[src/rtl/omsp_hmac_tag_reader_pkg.sv]
// Shared constants for the HMAC tag reader: tag geometry and FSM state encoding.
package omsp_hmac_tag_reader_pkg;

    localparam int HMAC_TAG_WORDS = 8;
    localparam int HMAC_IDX_W     = 3;

    typedef enum logic [2:0] {
        ST_IDLE = 3'd0,
        ST_REQ  = 3'd1,
        ST_WAIT = 3'd2,
        ST_CAPT = 3'd3,
        ST_DONE = 3'd4
    } state_t;

endpackage

[src/rtl/omsp_hmac_tag_reader.sv]
// Pulls the HMAC tag out of the 16-bit wrapper word by word, stores it into the
// tag buffer and optionally compares it against an expected tag in constant time.
module omsp_hmac_tag_reader
    import omsp_hmac_tag_reader_pkg::*;
#(
    parameter int TAG_WORDS = HMAC_TAG_WORDS,
    parameter int IDX_W     = HMAC_IDX_W
) (
    input  logic             clk,
    input  logic             reset_n,
    input  logic             start,
    input  logic             verify,
    input  logic [15:0]      exp_word,
    input  logic             hmac_busy,
    input  logic [15:0]      hmac_data_out,
    output logic             hmac_start_continue,
    output logic             hmac_data_available,
    output logic             hmac_data_is_long,
    output logic [IDX_W-1:0] exp_idx,
    output logic             tag_we,
    output logic [IDX_W-1:0] tag_widx,
    output logic [15:0]      tag_wdata,
    output logic             busy,
    output logic             done,
    output logic             match
);

    state_t            state_reg, state_next;
    logic [IDX_W-1:0]  counter_reg, counter_next;
    logic              acc_reg, acc_next;
    logic              verify_reg, verify_next;
    logic              match_reg, match_next;

    logic              last_word;
    logic              word_diff;

    assign last_word = (counter_reg == IDX_W'(TAG_WORDS - 1));
    // Full-width compare every word regardless of verify so timing never depends on data.
    assign word_diff = |(hmac_data_out ^ exp_word);

    always_ff @(posedge clk or negedge reset_n) begin
        if (!reset_n) begin
            state_reg   <= ST_IDLE;
            counter_reg <= '0;
            acc_reg     <= 1'b0;
            verify_reg  <= 1'b0;
            match_reg   <= 1'b0;
        end else begin
            state_reg   <= state_next;
            counter_reg <= counter_next;
            acc_reg     <= acc_next;
            verify_reg  <= verify_next;
            match_reg   <= match_next;
        end
    end

    always_comb begin
        state_next          = state_reg;
        counter_next        = counter_reg;
        acc_next            = acc_reg;
        verify_next         = verify_reg;
        match_next          = match_reg;
        hmac_start_continue = 1'b0;
        tag_we              = 1'b0;
        tag_wdata           = '0;
        done                = 1'b0;

        case (state_reg)
            ST_IDLE: begin
                if (start) begin
                    state_next   = ST_REQ;
                    verify_next  = verify;
                    counter_next = '0;
                    acc_next     = 1'b0;
                    match_next   = 1'b0;
                end
            end
            ST_REQ: begin
                hmac_start_continue = 1'b1;
                state_next          = ST_WAIT;
            end
            ST_WAIT: begin
                // The wrapper raises busy together with the request, so it is only
                // trusted from the cycle after REQ onwards.
                if (!hmac_busy) begin
                    state_next = ST_CAPT;
                end
            end
            ST_CAPT: begin
                tag_we    = 1'b1;
                tag_wdata = hmac_data_out;
                acc_next  = acc_reg | (verify_reg & word_diff);
                if (last_word) begin
                    state_next = ST_DONE;
                    // Result is settled here so it is already valid while done is high.
                    match_next = verify_reg & ~acc_next;
                end else begin
                    counter_next = counter_reg + 1'b1;
                    state_next   = ST_REQ;
                end
            end
            ST_DONE: begin
                done       = 1'b1;
                state_next = ST_IDLE;
            end
            default: begin
                state_next = ST_IDLE;
            end
        endcase
    end

    assign hmac_data_available = 1'b0;
    assign hmac_data_is_long   = 1'b0;
    assign exp_idx             = counter_reg;
    assign tag_widx            = counter_reg;
    assign busy                = (state_reg != ST_IDLE);
    assign match               = match_reg;

endmodule

[config.mk]
export PLATFORM = sky130hd
export DESIGN_NAME = omsp_hmac_tag_reader
export DESIGN_NICKNAME = d
export VERILOG_FILES = /design/src/rtl/omsp_hmac_tag_reader_pkg.sv /design/src/rtl/omsp_hmac_tag_reader.sv
export SDC_FILE = /design/constraint.sdc
export NUM_CORES = 1
export LEC_CHECK = 0
export ABC_AREA = 1
export BUFFER_PORTS_ARGS = -buffer_cell sky130_fd_sc_hd__buf_2
export CAP_MARGIN = 20
export CORE_ASPECT_RATIO = 1.5
export CORE_MARGIN = 3
export CORE_UTILIZATION = 30
export DETAILED_ROUTE_END_ITERATION = 12
export SYNTH_ARGS = -nofsm -noshare
export SYNTH_HDL_FRONTEND = slang
export SYNTH_SLANG_ARGS = --single-unit
[constraint.sdc]
create_clock -name clk -period 1.4 [get_ports clk]
set_input_delay 0.21 -clock clk [delete_from_list [all_inputs] [get_ports clk]]
set_output_delay 0.21 -clock clk [all_outputs]
set_load 0.02 [all_outputs]
# Word level (Yosys, flattened, before mapping)
# Index checks and enable logic that the tools add are counted.
# word_totals
reg_bits	9
inputBits	37
output_inout_bits	29
word_cells	44
# classes
add_sub_neg	1
n_eq_ne	9
muxes	15
bitwise_logic	5
n_reduce_logical	9
# ops
cell	count
$mux 16	1
$reduce_or 16->1	1
$xor 16x16->16	1
$mux 3	5
$pmux 3 s4	1
$ne 2x2->1 const B	4
$eq 3x2->1 const B	2
$eq 3x3->1 const B	2
$pmux 3 s2	1
$reduce_and 2->1	3
$reduce_and 3->1	2
$mux 1	5
$pmux 1 s2	2
$add 3x1->3 const B	1
$eq 3x1->1 const B	1
$logic_not 3->1	1
$reduce_bool 3->1	1
$and 1x1->1	2
$reduce_bool 2->1	1
$not 1->1	1
$or 1x1->1	1

# Depth between registers and ports, before layout
# Gate-level depths: netlist (run 1).
# depth
depth_word	8
depth_mapped	10
mapped_depth_nobuf	10

# Worst setup path after synthesis (run 1)
# Ideal clock, no wire load.
# synth_timing
path_kind	reg-to-reg
from	reg counter_reg[0] (netlist: exp_idx[0])
to	reg counter_reg[0] (netlist: exp_idx[0])
setup_time_ps	128
t_arrival_ps	1306
required_ps	1272
setup_slack_ps	-34
path_stages_with_launch	9
path_buffers	0
period_less_slack_ps	1434
path_cell_list	dfrtp_1 > ha_1 > ha_1 > inv_1 > nor2_4 > inv_2 > nand2_1 > nand2_1 > o21ai_2
# synth_between
elab_chain_cells	3
word_cells_on_any_way	6
classes_between	add/sub (1); eq/ne (2); mux (2); reduce/logical (1)
# synth_lines
element	line	source
start: declaration	omsp_hmac_tag_reader.sv:29	logic [IDX_W-1:0] counter_reg, counter_next;
start signal: assignment	omsp_hmac_tag_reader.sv:50	counter_reg <= counter_next;
$add 3x1->3 / $eq 3x3->1 (equally long branches)	omsp_hmac_tag_reader.sv:98, omsp_hmac_tag_reader.sv:37	
$mux 3 / $ne 2x2->1 (equally long branches)	-	
$pmux 3 s2 / $reduce_and 3->1 (equally long branches)	-	
# Several ways; a longest one is shown, not always the timed one. The select of a mux whose other input is x is not followed.
# A chain may end at the register's enable or synchronous reset.

# Final worst setup path (run 1)
# layout_timing
from	reg state_reg[0]
to	out tag_wdata[11]
# layout_between
elab_chain_cells	2
# layout_lines
element	line	source
start: declaration	omsp_hmac_tag_reader.sv:28	state_t state_reg, state_next;
start signal: assignment	omsp_hmac_tag_reader.sv:49	state_reg <= state_next;
$eq 3x2->1	omsp_hmac_tag_reader.sv:68	case (state_reg)
$mux 16	omsp_hmac_tag_reader.sv:68	
end: declaration	omsp_hmac_tag_reader.sv:22	output logic [15:0] tag_wdata,
# No other way between the ends.

==> metrics.txt, run 1 <==
Avg Cell Area, Syn=between 5 and 6 µm²; Max clock buf depth=2; I/O pin count=66; Final Skew=~0.0049 ns; initial antenna violation count=0; status=finished, final reports clean; CP max-delay cell=dfrtp_2; unrepaired setup endpoints after global routing=yes; post-placement cell count=between 200 and 300; ANT nets after route=0; Die Width=~51 µm; Worst path max stage delay=around 0.5 ns; Power Dens Cells=~1500 nW/µm²; IO Port Bufs=63; Post-Syn Area=920.9 µm²; Num CTS Buffers=3; Post-synth EDFFs=0; Die Area=3784 µm²; Vias=1171; number of max-cap violations=0; non-filler cells, final=approximately 280; Period minus WS final=between 1 and 1.5 ns; CP max FO=7; cell family with most CP delay=flip-flops; startpoint types=register; worst min-delay path class=input port to register; FF+latch count, synth=9; WP data required=1.19 ns; Synth Instances=roughly 170; leakage power=0.9521 nW; grt ovf=0; clk sinks=9; Final #Nets=approximately 280; Final Max Tran Viols=0; TritonCTS clock tree=built; HPWL Detailed=1.989 mm; crit path DAT=approximately 1.2 ns; area of the core=around 2900 µm²; Routed WL=~2.6 mm; ant diodes=0; First-pass DRT Iterations=4; count leader, synth=nand2_1; DRC Markers=0; H-tree depth=1; Iter 0 DRT Violations=28; largest cells by area after synthesis=nand2_1, dfrtp_1, inv_1; achievable clock frequency=between 700 and 800 MHz; Initial Utilization=0.3162; synth unique cells=23; Routability Congestion=0.7385; Chip Height=around 74 µm; Hold Violations, Final=0; row cnt=24; GRT Resource Usage Total=0.1491; largest net degree at the start of global routing=10; Peak VDD IR=1.193 mV; crit path buf inv count=1; layout cells sized above 1=0.3933; Synth-to-Final Area Change=58.97%; vias in the first global route=1048; CP Cell Sequence=nand3_4 -> nor2_1 -> buf_4; FFs w/ async S/R, synth=1.000; Seq/Total Area, Yosys=0.2446; routed len/inst=roughly 9.5 µm; clock root buffer=clkbuf_8; Most used DFF post-synth=dfrtp_1; Setup crit end kind=primary output; warnings from Yosys=0; setup TNS=0 ns; most frequent cells after synthesis=nand2_1, inv_1, nor2_1; # setup viols final=0; fin crit share=0.9998; area leader, netlist=nand2_1; first-pass GRT wire length=~4.3 mm; Setup CP Type=register to primary output; Worst-path clk slew=approximately 0.05 ns; clock latency on the worst-skew pair=0.24 ns; area fraction of the dominant cell type after synthesis=0.2690; DR vias/cell=~4.2; Filler Cell Count=just over 300
what timing repair did:
item	CTS	global route
gates cloned	2	0
buffers inserted	3	1
hold buffers	1	0
pin swaps	1	5
endpoints found under the hold margin	9	0
setup endpoints to repair	17	24
gates resized for setup	25	15
per-stage QoR:
| stage | worst slack (ns) | util | area [µm²] | hold slack [ns] | total power, mW |
|---|---|---|---|---|---|
| finish | 0.0002910 | 0.5026 | 1464 | 0.2268 | 2.201 |
| global placement | 0.05281 | 0.4308 | 1255 | 0.07633 | 1.590 |
| detailed placement | 0.03163 | 0.4308 | 1255 | 0.07348 | 1.580 |
| CTS | -0.01860 | 0.4880 | 1421 | 0.2188 | 2.168 |
| floorplan | 0.01381 | - | 925.9 | -0.08559 | 1.241 |
| global route | -0.05658 | 0.5026 | 1464 | 0.3039 | 2.382 |
worst paths after layout:
kind | depth (start not counted) | slack, ns | from | endpoint
worst min register to register | 2 | 0.48 | match | match
worst min-delay path | 3 | 0.23 | verify | verify_reg
worst max register to register | 8 | 0.10 | exp_idx[0] | exp_idx[2]
min in group asynchronous | 2 | 0.35 | reset_n | state_reg[2]
worst max-delay path | 3 | 0.0003 | state_reg[0] | tag_wdata[11]
max in group asynchronous | 2 | 0.85 | reset_n | state_reg[1]
metal layers:
metal | wire, µm | global-route usage | vias to the layer above
li1 | - | - | 625
met1 | 1019 | 0.1595 | 483
met2 | 1278 | 0.2697 | 58
met3 | 262 | 0.01826 | 5
met4 | 68 | 0.09621 | 0
met5 | 0 | 0 | -
cells by family (layout without fill, tap and decap cells):
family	count (synthesis)	in the layout	share of synthesized area
adders and majority gates	2	2	0.02717
buffers and inverters	46	113	0.2106
AOI/OAI and AO/OA	7	7	0.04484
and+or+nand+nor	104	106	0.4688
other	1	2	0.004072
DFF	9	9	0.2446
power by group:
group / total, mW / internal (mW) / switching (mW)
registers: 0.515 / 0.360 / 0.155
clock network: 0.310 / 0.199 / 0.111
logic: 1.38 / 0.577 / 0.799
worst register-to-register path, delay by kind of cell, from the launching register on:
kind,cells,cell delay [ns]
fa+ha+maj,2,0.39
buf+inv,2,0.16
flops,1,0.40
simple gates,4,0.24
layout by cell type (no fill, tap or decap), types with 3 or more instances in the layout:
master    instances
nand3_4           3
clkbuf_8          3
inv_2             3
buf_2            44
nand3_1           3
nor2_2            5
inv_1            35
a21oi_1           3
buf_4            21
dfrtp_2           4
buf_6             3
nor2_1           24
dfrtp_1           5
nand2_1          64
nand2_2           3
final cells by class:
class                   count  area [µm²]  area share
inverters                  40       156.4      0.1068
flip-flops and latches      9       230.2      0.1573
well taps                  39       48.80     0.03333
repair buffers             69       421.7      0.2880
multi-input cells         117       561.8      0.3838
clock buffers               4       45.04     0.03077
Note: power is estimated with default switching activity, not from simulation.
==> inputs of run 2 (changes only) <==
- CTS_CLUSTER_DIAMETER: default -> 60
- SETUP_SLACK_MARGIN: default -> 0.1
==> run 2 against run 1 <==
Effect of this change:
- first-iteration DRC count down 54%
- sequential share of layout area down 1.3 points
- clock skew down 0.0019 ns
- die area unchanged
- setup slack better by 0.0082 ns
==> metrics.txt, run 2 (same netlist as run 1, synthesis figures left out) <==
vias in the first global route=1058 (+0.95%); pre-CTS setup slack=0.03432 ns (+0.002694 ns); Vias=1166 (-0.43%); ANT nets after route=0 (unchanged); Final Skew=0.002975 ns (-0.001948 ns); Chip Height=73.86 µm (unchanged); IO Port Bufs=63 (unchanged); initial antenna violation count=0 (unchanged); HPWL Detailed=2.069 mm (+4.0%); routed len/inst=9.332 µm (-1.3%); largest net degree at the start of global routing=10 (unchanged); hold endpoint=verify_reg; status=finished, final reports clean; fin crit share=0.9939 (-0.005877); layout cells sized above 1=0.4508 (+0.05751); reg-to-reg slack, setup=0.16 ns (+0.06 ns); I/O pin count=66 (unchanged); Hold Violations, Final=0 (unchanged); # setup viols final=0 (unchanged); Worst R2R Start=exp_idx[1]; Setup CP Type=register to primary output; Synth-to-Final Area Change=73.51%; commonest non-fill, non-tap cell in the layout=nand2_1; commonest cells after routing, fill and taps aside=nand2_1, buf_2, inv_1; unrepaired setup endpoints after global routing=yes; crit path DAT=1.18 ns (about the same); DP Area=1259 µm² (+0.30%); H-tree depth=1 (unchanged); clk sinks=9 (unchanged); leakage power=0.9919 nW (+4.2%); TritonCTS clock tree=built; Routed WL=2.641 mm (+0.49%); number of max-cap violations=0 (unchanged); worst min-delay path class=input port to register; Worst-path clk slew=0.05 ns (about the same); achievable clock frequency=718.7 MHz (+0.59%); setup ws final=0.008519 ns (+0.008228 ns); area of the core=2913 µm² (unchanged); grt ovf=0 (unchanged); Setup crit end kind=primary output; hold-critical path depth=3 (unchanged); Iter 0 DRT Violations=13 (-54%); non-filler cells, final=283 (+1.8%); DRC Markers=0 (unchanged); WP data required=1.19 ns (about the same); final instance area=1598 µm² (+9.1%); DR vias/cell=4.120 (-2.2%); worst hold slack=0.2446 ns (+0.01781 ns); final total power=2.428 mW (+10%); row cnt=24 (unchanged); First-pass DRT Iterations=4 (unchanged); Final Max Tran Viols=0 (unchanged); Initial Utilization=0.3162 (unchanged); Die Width=51.24 µm (unchanged); ant diodes=0 (unchanged); Num CTS Buffers=3 (unchanged); GRT Resource Usage Total=0.1398 (-0.009261); Filler Cell Count=304 (-1.6%); hold_sp=verify; CP max FO=7 (unchanged); r2r worst-path depth=8 (unchanged); Peak VDD IR=1.031 mV (-14%); Period minus WS final=1.391 ns (-0.008228 ns); Multi-input gate area=588.1 µm² (+4.7%); Die Area=3784 µm² (unchanged); clock latency on the worst-skew pair=0.24 ns (about the same); clock root buffer=clkbuf_8; FF+latch area=230.2 µm² (unchanged); first-pass GRT wire length=4.153 mm (-2.6%); Max clock buf depth=2 (unchanged); Final #Nets=284 (+1.8%); Power Dens Cells=1520 nW/µm² (+1.1%); startpoint types=register; post-placement cell count=267 (unchanged); Routability Congestion=0.6891 (-6.7%); Crit Reg-Reg Endpoint=exp_idx[0]
==> run 2: cell count changes in the layout (fill, tap and decap cells not counted), sizes merged <==
cell    previous run  this run
buf               68        75
clkinv             2         1
inv               38        39
nand3              6         4
==> run 2: area by class of cell <==
| cell class | instances | share of cell area |
|---|---|---|
| clock buffer | 4 | 0.02819 |
| multi-input combinational | 115 | 0.3681 |
| sequential | 9 | 0.1441 |
| tap | 39 | 0.03054 |
| inverter | 40 | 0.09867 |
| timing repair buffer | 76 | 0.3305 |
==> run 2: where the power goes <==
part	leakage (nW)	internal (mW)	switching (mW)
Combinational	0.859	0.751	0.907
Sequential	0.110	0.362	0.0965
Clock	0.0228	0.199	0.112
Total	0.992	1.31	1.12
==> run 2: layer usage <==
metal,track usage,wire length (µm),part of all wire,vias to the layer above
li1,-,-,-,628
met1,0.1480,1034,0.39,494
met2,0.2726,1377,0.52,42
met3,0.01826,200,0.076,2
met4,0.05248,29,0.011,0
met5,0,0,0,-
==> run 2: worst max-delay path by stage <==
stage	start	end	cells past startpoint
final	state_reg[2]	tag_wdata[3]	5
after global routing	state_reg[1]	tag_wdata[9]	4
after CTS	state_reg[2]	tag_wdata[12]	5
after detailed placement	state_reg[2]	tag_wdata[1]	4
after global placement	state_reg[2]	tag_wdata[1]	4
after floorplan	state_reg[2]	tag_wdata[10]	4
==> run 2: per-stage QoR <==
stage               setup TNS, ns    util
floorplan                       0       -
global placement                0  0.4321
detailed placement              0  0.4321
CTS                       -0.2487  0.5271
global route              -0.4982  0.5485
finish                          0  0.5485
==> run 2: what timing repair did <==
action / 4_1_cts / 5_1_grt
pin swaps: 1 / 3
setup buffers: 8 / 3
hold endpoints to repair: 9 / 0
hold buffers: 1 / 0
setup endpoints to repair: 20 / 24
cloned: 0 / 0
resized for setup: 50 / 13
==> run 2: critical path, stage by stage (launching register included) <==
cell and delay, ns:
dfrtp_1 0.38, inv_2 0.08, nand3_4 0.10, buf_12 0.17, nor2_4 0.09, buf_6 0.12
